$ cat src/rtl/bitwisexor_generate.sv
// bitwisexor_generate: registered bitwise XOR of two WIDTH-bit operands with
// a valid flag and the XOR-reduction parity of the result. One cycle latency.
//
// Optional build macro BITWISEXOR_GENERATE_POPCNT_EN adds diff_cnt, the
// registered Hamming distance between a and b, built as a generate adder tree.
// When the macro is undefined the port and its logic are absent.
module bitwisexor_generate #(
  parameter int unsigned WIDTH = 16
) (
  input  logic                         clk,
  input  logic                         rst_n,
  input  logic                         in_valid,
  input  logic [WIDTH-1:0]             a,
  input  logic [WIDTH-1:0]             b,
  output logic [WIDTH-1:0]             f,
  output logic                         out_valid,
  output logic                         parity
`ifdef BITWISEXOR_GENERATE_POPCNT_EN
  ,
  output logic [$clog2(WIDTH+1)-1:0]   diff_cnt
`endif
);

  localparam int unsigned CNT_W = $clog2(WIDTH + 1);

  logic [WIDTH-1:0] x;
  logic [WIDTH-1:0] f_d;
  logic [WIDTH-1:0] f_q;
  logic             parity_d;
  logic             parity_q;
  logic             valid_d;
  logic             valid_q;

  // One independent XOR cell per bit; no cross-bit interaction.
  for (genvar i = 0; i < int'(WIDTH); i++) begin : g_xor
    assign x[i] = a[i] ^ b[i];
  end

`ifdef BITWISEXOR_GENERATE_POPCNT_EN
  // Tree depth and leaf count, padded up to a power of two.
  localparam int unsigned LEVELS = $clog2(WIDTH);
  localparam int unsigned LEAVES = 32'd1 << LEVELS;

  logic [CNT_W-1:0] cnt_sum;
  logic [CNT_W-1:0] cnt_d;
  logic [CNT_W-1:0] cnt_q;

  // Binary adder tree: level 0 holds one bit per leaf, each level above
  // sums adjacent pairs; the single node at the top is the popcount.
  for (genvar l = 0; l <= int'(LEVELS); l++) begin : g_lvl
    localparam int unsigned N = LEAVES >> l;
    logic [CNT_W-1:0] s [N];
    if (l == 0) begin : g_leaf
      for (genvar i = 0; i < int'(N); i++) begin : g_bit
        if (i < int'(WIDTH)) begin : g_used
          assign s[i] = CNT_W'(x[i]);
        end else begin : g_pad
          assign s[i] = '0;
        end
      end
    end else begin : g_add
      for (genvar k = 0; k < int'(N); k++) begin : g_node
        assign s[k] = g_lvl[l-1].s[2*k] + g_lvl[l-1].s[2*k+1];
      end
    end
  end

  assign cnt_sum = g_lvl[LEVELS].s[0];
`endif

  // Next-state: capture a new result on in_valid, otherwise hold data and drop valid.
  always_comb begin
    f_d      = f_q;
    parity_d = parity_q;
    valid_d  = 1'b0;
`ifdef BITWISEXOR_GENERATE_POPCNT_EN
    cnt_d    = cnt_q;
`endif
    if (in_valid) begin
      f_d      = x;
      parity_d = ^x;
      valid_d  = 1'b1;
`ifdef BITWISEXOR_GENERATE_POPCNT_EN
      cnt_d    = cnt_sum;
`endif
    end
  end

  // Output registers with synchronous active-low reset overriding in_valid.
  always_ff @(posedge clk) begin
    if (!rst_n) begin
      f_q      <= '0;
      parity_q <= 1'b0;
      valid_q  <= 1'b0;
`ifdef BITWISEXOR_GENERATE_POPCNT_EN
      cnt_q    <= '0;
`endif
    end else begin
      f_q      <= f_d;
      parity_q <= parity_d;
      valid_q  <= valid_d;
`ifdef BITWISEXOR_GENERATE_POPCNT_EN
      cnt_q    <= cnt_d;
`endif
    end
  end

  assign f         = f_q;
  assign parity    = parity_q;
  assign out_valid = valid_q;
`ifdef BITWISEXOR_GENERATE_POPCNT_EN
  assign diff_cnt  = cnt_q;
`endif

endmodule

$ cat config.mk
export PLATFORM = sky130hd
export DESIGN_NAME = bitwisexor_generate
export DESIGN_NICKNAME = d
export VERILOG_FILES = /design/src/rtl/bitwisexor_generate.sv
export SDC_FILE = /design/constraint.sdc
export NUM_CORES = 1
export LEC_CHECK = 0
export CAP_MARGIN = 30
export CORE_ASPECT_RATIO = 0.7
export CORE_MARGIN = 2
export CORE_UTILIZATION = 39
export DETAILED_ROUTE_END_ITERATION = 8
export PLACE_DENSITY = 0.82
export SYNTH_ARGS = -nofsm -noshare
export SYNTH_HDL_FRONTEND = slang
export SYNTH_SLANG_ARGS = --single-unit
$ cat constraint.sdc
create_clock -name clk -period 2.5 [get_ports clk]
set_clock_uncertainty 0.2 [all_clocks]
set_input_delay 0.5 -clock clk [delete_from_list [all_inputs] [get_ports clk]]
set_output_delay 0.5 -clock clk [all_outputs]
set_load 0.01 [all_outputs]
==> impl_results.md, run 1 <==
- Outcome: finished clean
- Wire length per cell: 12.3 um
- Worst-skew pair later-pin latency: 0.30 ns
- Main combinational cell family by area after synthesis: XOR/XNOR gates
- Crit path launch: b[10]
- Synthesized instance count: 90
- Cell area after placement: 0.00144 mm^2
- DPL Wire Length: 1.70 mm
- VDD IR max: 0.318 mV
- Final net count: 177
- Synth Area in Compound Gates: 19.1%
- Min Tclk post-route: between 1.5 and 2 ns
- Synth area leaders: dfxtp_1 (40%), xnor2_1 (30%), o211a_1 (18%)
- Die Height: 44.0 um
- Reg2reg path depth: 1
- Crit Reg-Reg Endpoint: f[13]$_SDFFE_PN0P_
- Slew margin rel.: 57.7%
- Fin. Hold Viols: 0
- Core outline area: 0.00215 mm^2
- H-tree depth: 1
- Setup crit start kind: input pin
- Number of buffers inserted by port buffering: 52
- Hold/Removal Path Class: register to register
- Diode count: 0
- RSZ-0062 raised after global routing: false
- Worst Hold Launch: f[0]$_SDFFE_PN0P_
- Warnings, synthesis: 0
- Critical path class: input pin to register
- Comb power frac: 38.2%
- Reg-to-Reg Start: f[13]$_SDFFE_PN0P_
- Flop pwr share: 39.8%
- Largest net degree at the start of global routing: 36
- # setup viols final: 0
- Pint: 0.596 mW
- Max-cap violations: 0
- Distinct cells, synth: 8
- Yosys top cell area share: slightly above 40%
- Syn_nets: 125
- I/O Pins: 53
- DRC: 0
- Starting Density: 41.3%
- Via count: a little under 800
- Antenna Nets Post-Route: 0
- Commonest cells after routing, fill and taps aside: clkdlybuf4s50_1 (52), xnor2_1 (31), dfxtp_1 (18), nand2_1 (16), o211a_1 (16)
- Clock buffer depth: 2
- Fin. max-slew vios: 0
- P_sw: roughly 0.23 mW
- Synth-to-layout area growth: 65.3%
- TritonCTS Buffers: 3
- Layout cells sized above 1: around 3.5%
- Number of global-route vias before repair: roughly 800
- Leakage: 0.640 nW
- Sequential element share of the synthesized area: 40.4%
- Hold Crit Endpoint: f[0]$_SDFFE_PN0P_
- 1st-iter DRT viols: 18
- Clk root buf: clkbuf_4
- Hold_buf cts: 0
- Final Cycle Share: 78.8%
- GRT Util Overall: 17.5%
- Die Area: 0.00269 mm^2
- Clk slew on worst S/H paths: about 0.1 ns
- CTS tree: built
- CP Capture Type: register
- Avg Synthesized Cell Area: 9.90 um^2
- Actual slew at the worst max-slew pin: 0.633 ns
- Worst Hold Slack: ~0.29 ns
- Hold path depth: 1
- Max Freq: 508 MHz
- Required time worst endpoint: around 2.5 ns
- Setup bufs post-CTS: 0
- Mux cell area share after synthesis: 0%
- P per Cell Area: 561 mW/mm^2
- Final non-filler cell area: between 0.001 and 0.0015 mm^2
- Sw frac: 27.8%
- Synthesized area: around 890 um^2
- Setup_tns: 0 ns
- Core Util, Final: 68.4%
- Synth Register Bits: 18
- DR vias/cell: 4.58
- Clock sinks: 18
- First-pass GRT wire length: approximately 3.4 mm
- Clk pwr share: between 20% and 30%
- Routability-driven placement congestion ratio: 0.681
- Rows: 14
- Drt total wl: 2.13 mm
- Die Width: 61.1 um
- Synth area leader: dfxtp_1
- Adder-cell area share of the yosys netlist: 0%
- Initial antenna violation count: 0
- Most common cell after layout, fill and taps aside: clkdlybuf4s50_1
- Power, Total: 0.827 mW
- DR pass1 iterations: 4
- XOR/XNOR Fraction of Synth Area: 30.5%
- Max Fanout on Critical Path: 2
- Total gr overflow: 0
- Crit path DAT: between 1.5 and 2 ns
- Post-synthesis simple-gate area fraction: 7.44%
- # resized after CTS: 0
- R2r setup slk: around 1.7 ns
==> cell usage after synthesis, drive strengths merged <==
library cell	count
dfxtp	18
clkbuf	6
xnor2	31
and2	1
a21oi	1
o21ai	1
o211a	16
nand2	16
==> routing by layer <==
metal | routed length, um | global-route usage (%) | share of wire [%] | up-vias
li1 | - | - | - | 403
met1 | 871 | 19.7 | 41 | 359
met2 | 1080 | 31.7 | 51 | 28
met3 | 168 | 5.97 | 7.9 | 2
met4 | 10 | 3.91 | 0.47 | 0
met5 | 0 | 0 | 0 | -
==> kinds of logic after synthesis <==
| kind of cell | after synthesis |
|---|---|
| xor gates and xnor gates | 31 |
| AOI/OAI and AO/OA | 18 |
| DFF | 18 |
| and+or+nand+nor | 17 |
| buffers and inverters | 6 |
==> final cells by class <==
class / count / area, um^2
Clock buffer: 4 / 36.3
Fill cell: 175 / 682
Multi-Input combinational cell: 66 / 508
Sequential cell: 18 / 360
Tap cell: 32 / 40.0
Timing Repair Buffer: 53 / 528
==> flip-flops by register name (all words and copies together) (netlist names) <==
signal / count
parity: 1
out_valid: 1
f: 16
==> worst max-delay path, stage by stage <==
cell and delay, ns:
clkdlybuf4s50_1 0.42, xnor2_1 0.29, xnor2_1 0.13, xnor2_1 0.22
xnor2_1 0.16, xnor2_1 0.14, a21oi_1 0.09
==> through the flow <==
step	setup WS [ns]	cells
6_report	0.530	173
5_1_grt	0.354	173
4_1_cts	0.491	173
3_5_place_dp	0.189	169
3_3_place_gp	0.264	169
2_1_floorplan	0.826	90
==> worst max-delay path by stage <==
| stage | to | slack [ns] | cells past startpoint |
|---|---|---|---|
| 2_1_floorplan | parity$_SDFFE_PN0P_ | 0.83 | 6 |
| 3_3_place_gp | parity$_SDFFE_PN0P_ | 0.26 | 7 |
| 3_5_place_dp | parity$_SDFFE_PN0P_ | 0.19 | 7 |
| 4_1_cts | parity$_SDFFE_PN0P_ | 0.49 | 7 |
| 5_1_grt | parity$_SDFFE_PN0P_ | 0.35 | 7 |
| 6_report | parity$_SDFFE_PN0P_ | 0.53 | 7 |
==> power groups by stage <==
stage / sequential [mW] / clock, mW / combinational (mW)
floorplan: 0.347 / 0 / 0.170
global placement: 0.333 / 0 / 0.310
detailed placement: 0.335 / 0 / 0.320
CTS: 0.329 / 0.183 / 0.322
global route: 0.333 / 0.200 / 0.343
finish: 0.329 / 0.182 / 0.316
No activity file was read; power rests on OpenSTA's default activity.
==> inputs of run 2 (changes only) <==
--- a/config.mk
+++ b/config.mk
@@ -8,9 +8,9 @@
 export CAP_MARGIN = 30
 export CORE_ASPECT_RATIO = 0.7
 export CORE_MARGIN = 2
-export CORE_UTILIZATION = 39
+export CORE_UTILIZATION = 36
 export DETAILED_ROUTE_END_ITERATION = 8
-export PLACE_DENSITY = 0.82
+export PLACE_DENSITY = 0.77
 export SYNTH_ARGS = -nofsm -noshare
 export SYNTH_HDL_FRONTEND = slang
 export SYNTH_SLANG_ARGS = --single-unit
==> constraint.sdc (replaced) <==
create_clock -name clk -period 1.95 [get_ports clk]
set_clock_uncertainty 0.2 [all_clocks]
set_input_delay 0.39 -clock clk [delete_from_list [all_inputs] [get_ports clk]]
set_output_delay 0.39 -clock clk [all_outputs]
set_load 0.01 [all_outputs]
==> run 2 against run 1 <==
Net effect:
- flip-flop and latch count unchanged
- clock power up 26%
- worst setup slack worse by 0.42 ns
- critical path type unchanged
- largest cell class unchanged
- highest routed layer unchanged
==> impl_results.md, run 2 (same netlist as run 1, synthesis figures left out) <==
- Register area: approximately 360 um^2
- CTS tree: built
- Rows: 15
- Final Cycle Share: a little over nine tenths
- Setup crit start kind: input pin
- GRT Util Overall: 16.0%
- Crit-path most repeated cell: xnor2_1
- Outcome: finished clean
- End of the critical path: parity$_SDFFE_PN0P_
- Min Tclk post-route: 1.84 ns
- Cell area after placement: 0.00150 mm^2
- Crit. path cell count: 7
- Critical path class: input pin to register
- Max Freq: 543 MHz
- Synth-to-layout area growth: 73.7%
- Die Height: 45.6 um
- Max stage delay on crit path: ~0.43 ns
- CP Capture Type: register
- Final non-filler cell area: 0.00155 mm^2
- Met1 Use GR: ~17%
- Fin. max-slew vios: 0
- Final cell count without fillers: 181
- Clock buffer depth: 2
- Drt total wl: 2.21 mm
- Max Fanout on Critical Path: 2
- DPL Wire Length: 1.75 mm
- Max reg flops: 16
- Area of the multi-input gates: approximately 520 um^2
- Die Width: 63.5 um
- R2r setup slk: 1.09 ns
- Antenna Nets Post-Route: 0
- Diode count: 0
- CP Cell Sequence: clkdlybuf4s50_1 > xnor2_1 > xnor2_1 > xnor2_1 > xnor2_1 > xnor2_1 > a21oi_1
- Worst Hold Launch: f[14]$_SDFFE_PN0P_
- P per Cell Area: 699 mW/mm^2
- TritonCTS Buffers: 3
- Core outline area: 0.00240 mm^2
- 1st-iter DRT viols: 25
- Number of buffers inserted by port buffering: 52
- Slew margin rel.: 81.7%
- Reg2reg path depth: 2
- Worst Hold Slack: about 0.29 ns
- Clock sinks: 18
- I/O Pins: 53
- Hold_buf cts: 0
- DR pass1 iterations: 4
- Die Area: 0.00289 mm^2
- Crit Reg-Reg Endpoint: parity$_SDFFE_PN0P_
- Worst-skew pair later-pin latency: 0.29 ns
- Met3 usage in global routing: 4.70%
- Required time worst endpoint: 1.93 ns
- Largest net degree at the start of global routing: 36
- Routability-driven placement congestion ratio: 0.666
- Dpl cells: 177
- Clk root buf: clkbuf_4
- Total gr overflow: 0
- First-pass GRT wire length: 3.51 mm
- Fin. Hold Viols: 0
- Initial antenna violation count: 0
- Commonest cells after routing, fill and taps aside: clkdlybuf4s50_1 (52), xnor2_1 (29), dfxtp_1 (18), nand2_1 (16), o211a_1 (16)
- Top delay family on crit path: XOR/XNOR gates
- VDD IR max: 0.458 mV
- # setup viols final: 0
- Actual slew at the worst max-slew pin: 0.273 ns
- Clk slew on worst S/H paths: 0.10 ns
- Final net count: 183
- Setup_tns: 0 ns
- DRC: 0
- CP max-delay cell: clkdlybuf4s50_1
- RSZ-0062 raised after global routing: false
- Final-layout fill cell count: 204
- Max-cap violations: 0
- H-tree depth: 1
- WP buf/inv: 1
- Met2 Use GR: 31.6%
- Number of global-route vias before repair: between 800 and 900
- Most common cell after layout, fill and taps aside: clkdlybuf4s50_1
- Wire length per cell: 12.2 um
- Reg-to-Reg Start: parity$_SDFFE_PN0P_
- Hold/Removal Path Class: register to register
- Starting Density: around 37%
- Top Usage Layer GRT: met2
- Layout cells sized above 1: 8.84%
- DR vias/cell: 4.57
- Crit path DAT: 1.82 ns
- Leakage: between 0.6 and 0.7 nW
- Power, Total: 1.08 mW
- Via count: between 800 and 900
- Crit path launch: b[9]
-- run 2: cell types whose count changed in the layout (fill, tap and decap cells not counted), sizes merged --
| cell | previous run | this run |
|---|---|---|
| buf | 1 | 7 |
-- run 2: final cells by class --
| class | instances | area share (%) |
|---|---|---|
| Sequential cell | 18 | 23.3 |
| Tap cell | 34 | 2.75 |
| Timing Repair Buffer | 59 | 37.8 |
| Clock buffer | 4 | 2.34 |
| Multi-Input combinational cell | 66 | 33.8 |
-- run 2: worst min path at each step --
stage | to | slack, ns | cells past startpoint
after global routing | f[10]$_SDFFE_PN0P_ | 0.31 | 1
after CTS | f[1]$_SDFFE_PN0P_ | 0.29 | 1
after floorplan | f[0]$_SDFFE_PN0P_ | 0.32 | 1
final | f[14]$_SDFFE_PN0P_ | 0.29 | 1
after global placement | f[12]$_SDFFE_PN0P_ | 0.26 | 1
after detailed placement | f[10]$_SDFFE_PN0P_ | 0.27 | 1
-- run 2: where the power goes --
part / internal, mW / switching (mW) / leakage (nW)
Sequential: 0.403 / 0.0187 / 0.150
Clock: 0.114 / 0.115 / 0.0210
Combinational: 0.266 / 0.165 / 0.514
-- run 2: repair_timing --
item,4_1_cts,5_1_grt
setup buffers,0,0
gates resized for setup,0,2
endpoints found under the setup margin,0,1
-- run 2: metrics by stage --
| step | util, % | worst slack [ns] |
|---|---|---|
| global placement | 62.3 | -0.149 |
| floorplan | - | 0.386 |
| detailed placement | 62.3 | -0.229 |
| CTS | 63.8 | 0.0820 |
| global route | 64.4 | 0.00505 |
| finish | 64.4 | 0.109 |
-- run 2: metal layers --
layer / up-vias / share of wire, %
met5: - / 0
met4: 0 / 0.63
met3: 2 / 6.6
met2: 30 / 54
met1: 380 / 39
li1: 416 / -
-- run 2: worst register-to-register path: stages, from the launching register on --
cell	delay [ns]
dfxtp_1	0.33
o21ai_0	0.17
a21oi_1	0.07
==> inputs of run 3 (changes only) <==
--- a/config.mk
+++ b/config.mk
@@ -7,10 +7,11 @@
 export LEC_CHECK = 0
 export CAP_MARGIN = 30
 export CORE_ASPECT_RATIO = 0.7
-export CORE_MARGIN = 2
+export CORE_MARGIN = 3
 export CORE_UTILIZATION = 36
 export DETAILED_ROUTE_END_ITERATION = 8
 export PLACE_DENSITY = 0.77
+export SETUP_SLACK_MARGIN = 0.2
 export SYNTH_ARGS = -nofsm -noshare
 export SYNTH_HDL_FRONTEND = slang
 export SYNTH_SLANG_ARGS = --single-unit
==> constraint.sdc (replaced) <==
create_clock -name clk -period 2.1 [get_ports clk]
set_clock_uncertainty 0.2 [all_clocks]
set_input_delay 0.42 -clock clk [delete_from_list [all_inputs] [get_ports clk]]
set_output_delay 0.42 -clock clk [all_outputs]
set_load 0.01 [all_outputs]
==> run 3 against run 2 <==
Net effect:
- total power is 1.9% lower
- worst setup slack better by 0.13 ns
- critical path depth unchanged
- sequential share of layout area fell by 2.0 points
- global-route usage decreased by 2.3 points
- utilization up 11 points
- largest cell class is now multi-input gates
==> impl_results.md, run 3 (same netlist as run 1, synthesis figures left out) <==
- Hold/Removal Path Class: register to register
- Clock buffer depth: 2
- Cell area after placement: 0.00149 mm^2
- Max reg flops: 16
- Fin. Hold Viols: 0
- VDD IR max: 0.431 mV
- Synth-to-layout area growth: 90.3%
- GRT Util Overall: 13.7%
- CP Capture Type: register
- Power, Total: 1.06 mW
- Max Fanout on Critical Path: 2
- DR pass1 iterations: 4
- Critical path class: input pin to register
- Largest net degree at the start of global routing: 36
- Worst-skew pair later-pin latency: 0.30 ns
- Number of buffers inserted by port buffering: 52
- Core Util, Final: about three quarters
- Drt total wl: 2.35 mm
- DR vias/cell: 4.64
- CP max-delay cell: clkdlybuf4s50_1
- CP Cell Sequence: clkdlybuf4s50_1 > xnor2_1 > xnor2_1 > xnor2_1 > xnor2_1 > xnor2_1 > a21oi_1
- DRC: 0
- Clk root buf: clkbuf_4
- 1st-iter DRT viols: 16
- Min Tclk post-route: roughly 1.9 ns
- Top delay family on crit path: XOR/XNOR gates
- Clk slew on worst S/H paths: 0.10 ns
- Diode count: 0
- DPL Wire Length: 1.66 mm
- Worst Hold Slack: roughly 0.29 ns
- P per Cell Area: roughly 630 mW/mm^2
- Initial antenna violation count: 0
- WP buf/inv: 1
- Starting Density: 39.7%
- Outcome: finished clean
- Layout cells sized above 1: 21.2%
- Crit-path most repeated cell: xnor2_1
- Max Freq: 537 MHz
- RSZ-0062 raised after global routing: false
- First-pass GRT wire length: 3.19 mm
- Hold path depth: 1
- Die Height: 47.6 um
- # setup viols final: 0
- Total gr overflow: 0
- Rows: 14
- Slew margin rel.: roughly 75%
- Die Width: 65.5 um
- Fin. max-slew vios: 0
- CTS tree: built
- Clock sinks: 18
- I/O Pins: 53
- Final net count: 187
- H-tree depth: 1
- Leakage: roughly 0.8 nW
- Setup crit start kind: input pin
- Reg2reg path depth: 1
- Wire length per cell: 12.9 um
- TritonCTS Buffers: 3
- Final non-filler cell area: 0.00170 mm^2
- Most common cell after layout, fill and taps aside: clkdlybuf4s50_1
- Die Area: 0.00312 mm^2
- Required time worst endpoint: roughly 2.1 ns
- Routability-driven placement congestion ratio: roughly 0.66
- Crit. path cell count: 7
- Via count: 850
- Number of global-route vias before repair: 720
- Core outline area: 0.00224 mm^2
- Actual slew at the worst max-slew pin: 0.377 ns
- Final Cycle Share: 88.7%
- Crit path DAT: 1.86 ns
- Max stage delay on crit path: 0.42 ns
- Antenna Nets Post-Route: 0
- Commonest cells after routing, fill and taps aside: clkdlybuf4s50_1 (49), dfxtp_1 (18), xnor2_2 (17), nand2_1 (16), o211a_1 (16)
- Max-cap violations: 0
[run 3: layer usage]
metal	share of wire [%]	vias up	track usage (%)
li1	-	424	-
met2	51	37	23.9
met1	38	385	15.4
met5	0	-	0
met4	1.0	0	3.72
met3	10	4	6.57
[run 3: through the flow]
step           setup WS (ns)  instances  setup TNS, ns
5_1_grt                0.155        183              0
3_5_place_dp         -0.0750        174        -0.0750
3_3_place_gp         -0.0243        174        -0.0243
4_1_cts                0.242        178              0
6_report               0.237        183              0
2_1_floorplan          0.506         90              0
[run 3: layout make-up]
class                           instances  area (um^2)
Timing Repair Buffer                   63          623
Multi-Input combinational cell         66          636
Tap cell                               32         40.0
Sequential cell                        18          360
Clock buffer                            4         36.3
Fill cell                             169          547
[run 3: path summary, 6_finish.rpt]
kind	endpoint	startpoint	slack (ns)
max	parity$_SDFFE_PN0P_	b[10]	0.24
min	f[12]$_SDFFE_PN0P_	f[12]$_SDFFE_PN0P_	0.29
max reg2reg	f[2]$_SDFFE_PN0P_	f[2]$_SDFFE_PN0P_	1.26
min reg2reg	f[12]$_SDFFE_PN0P_	f[12]$_SDFFE_PN0P_	0.29
[run 3: power breakdown]
| group | internal, mW | total [mW] | switching [mW] |
|---|---|---|---|
| Sequential | 0.374 | 0.390 | 0.0161 |
| Combinational | 0.279 | 0.455 | 0.176 |
| Clock | 0.106 | 0.215 | 0.110 |
| Total | 0.759 | 1.06 | 0.302 |
[run 3: what timing repair did]
action	in CTS	in global routing
buffers inserted	0	5
hold buffers	0	0
setup endpoints to repair	0	1
gates resized for setup	0	20
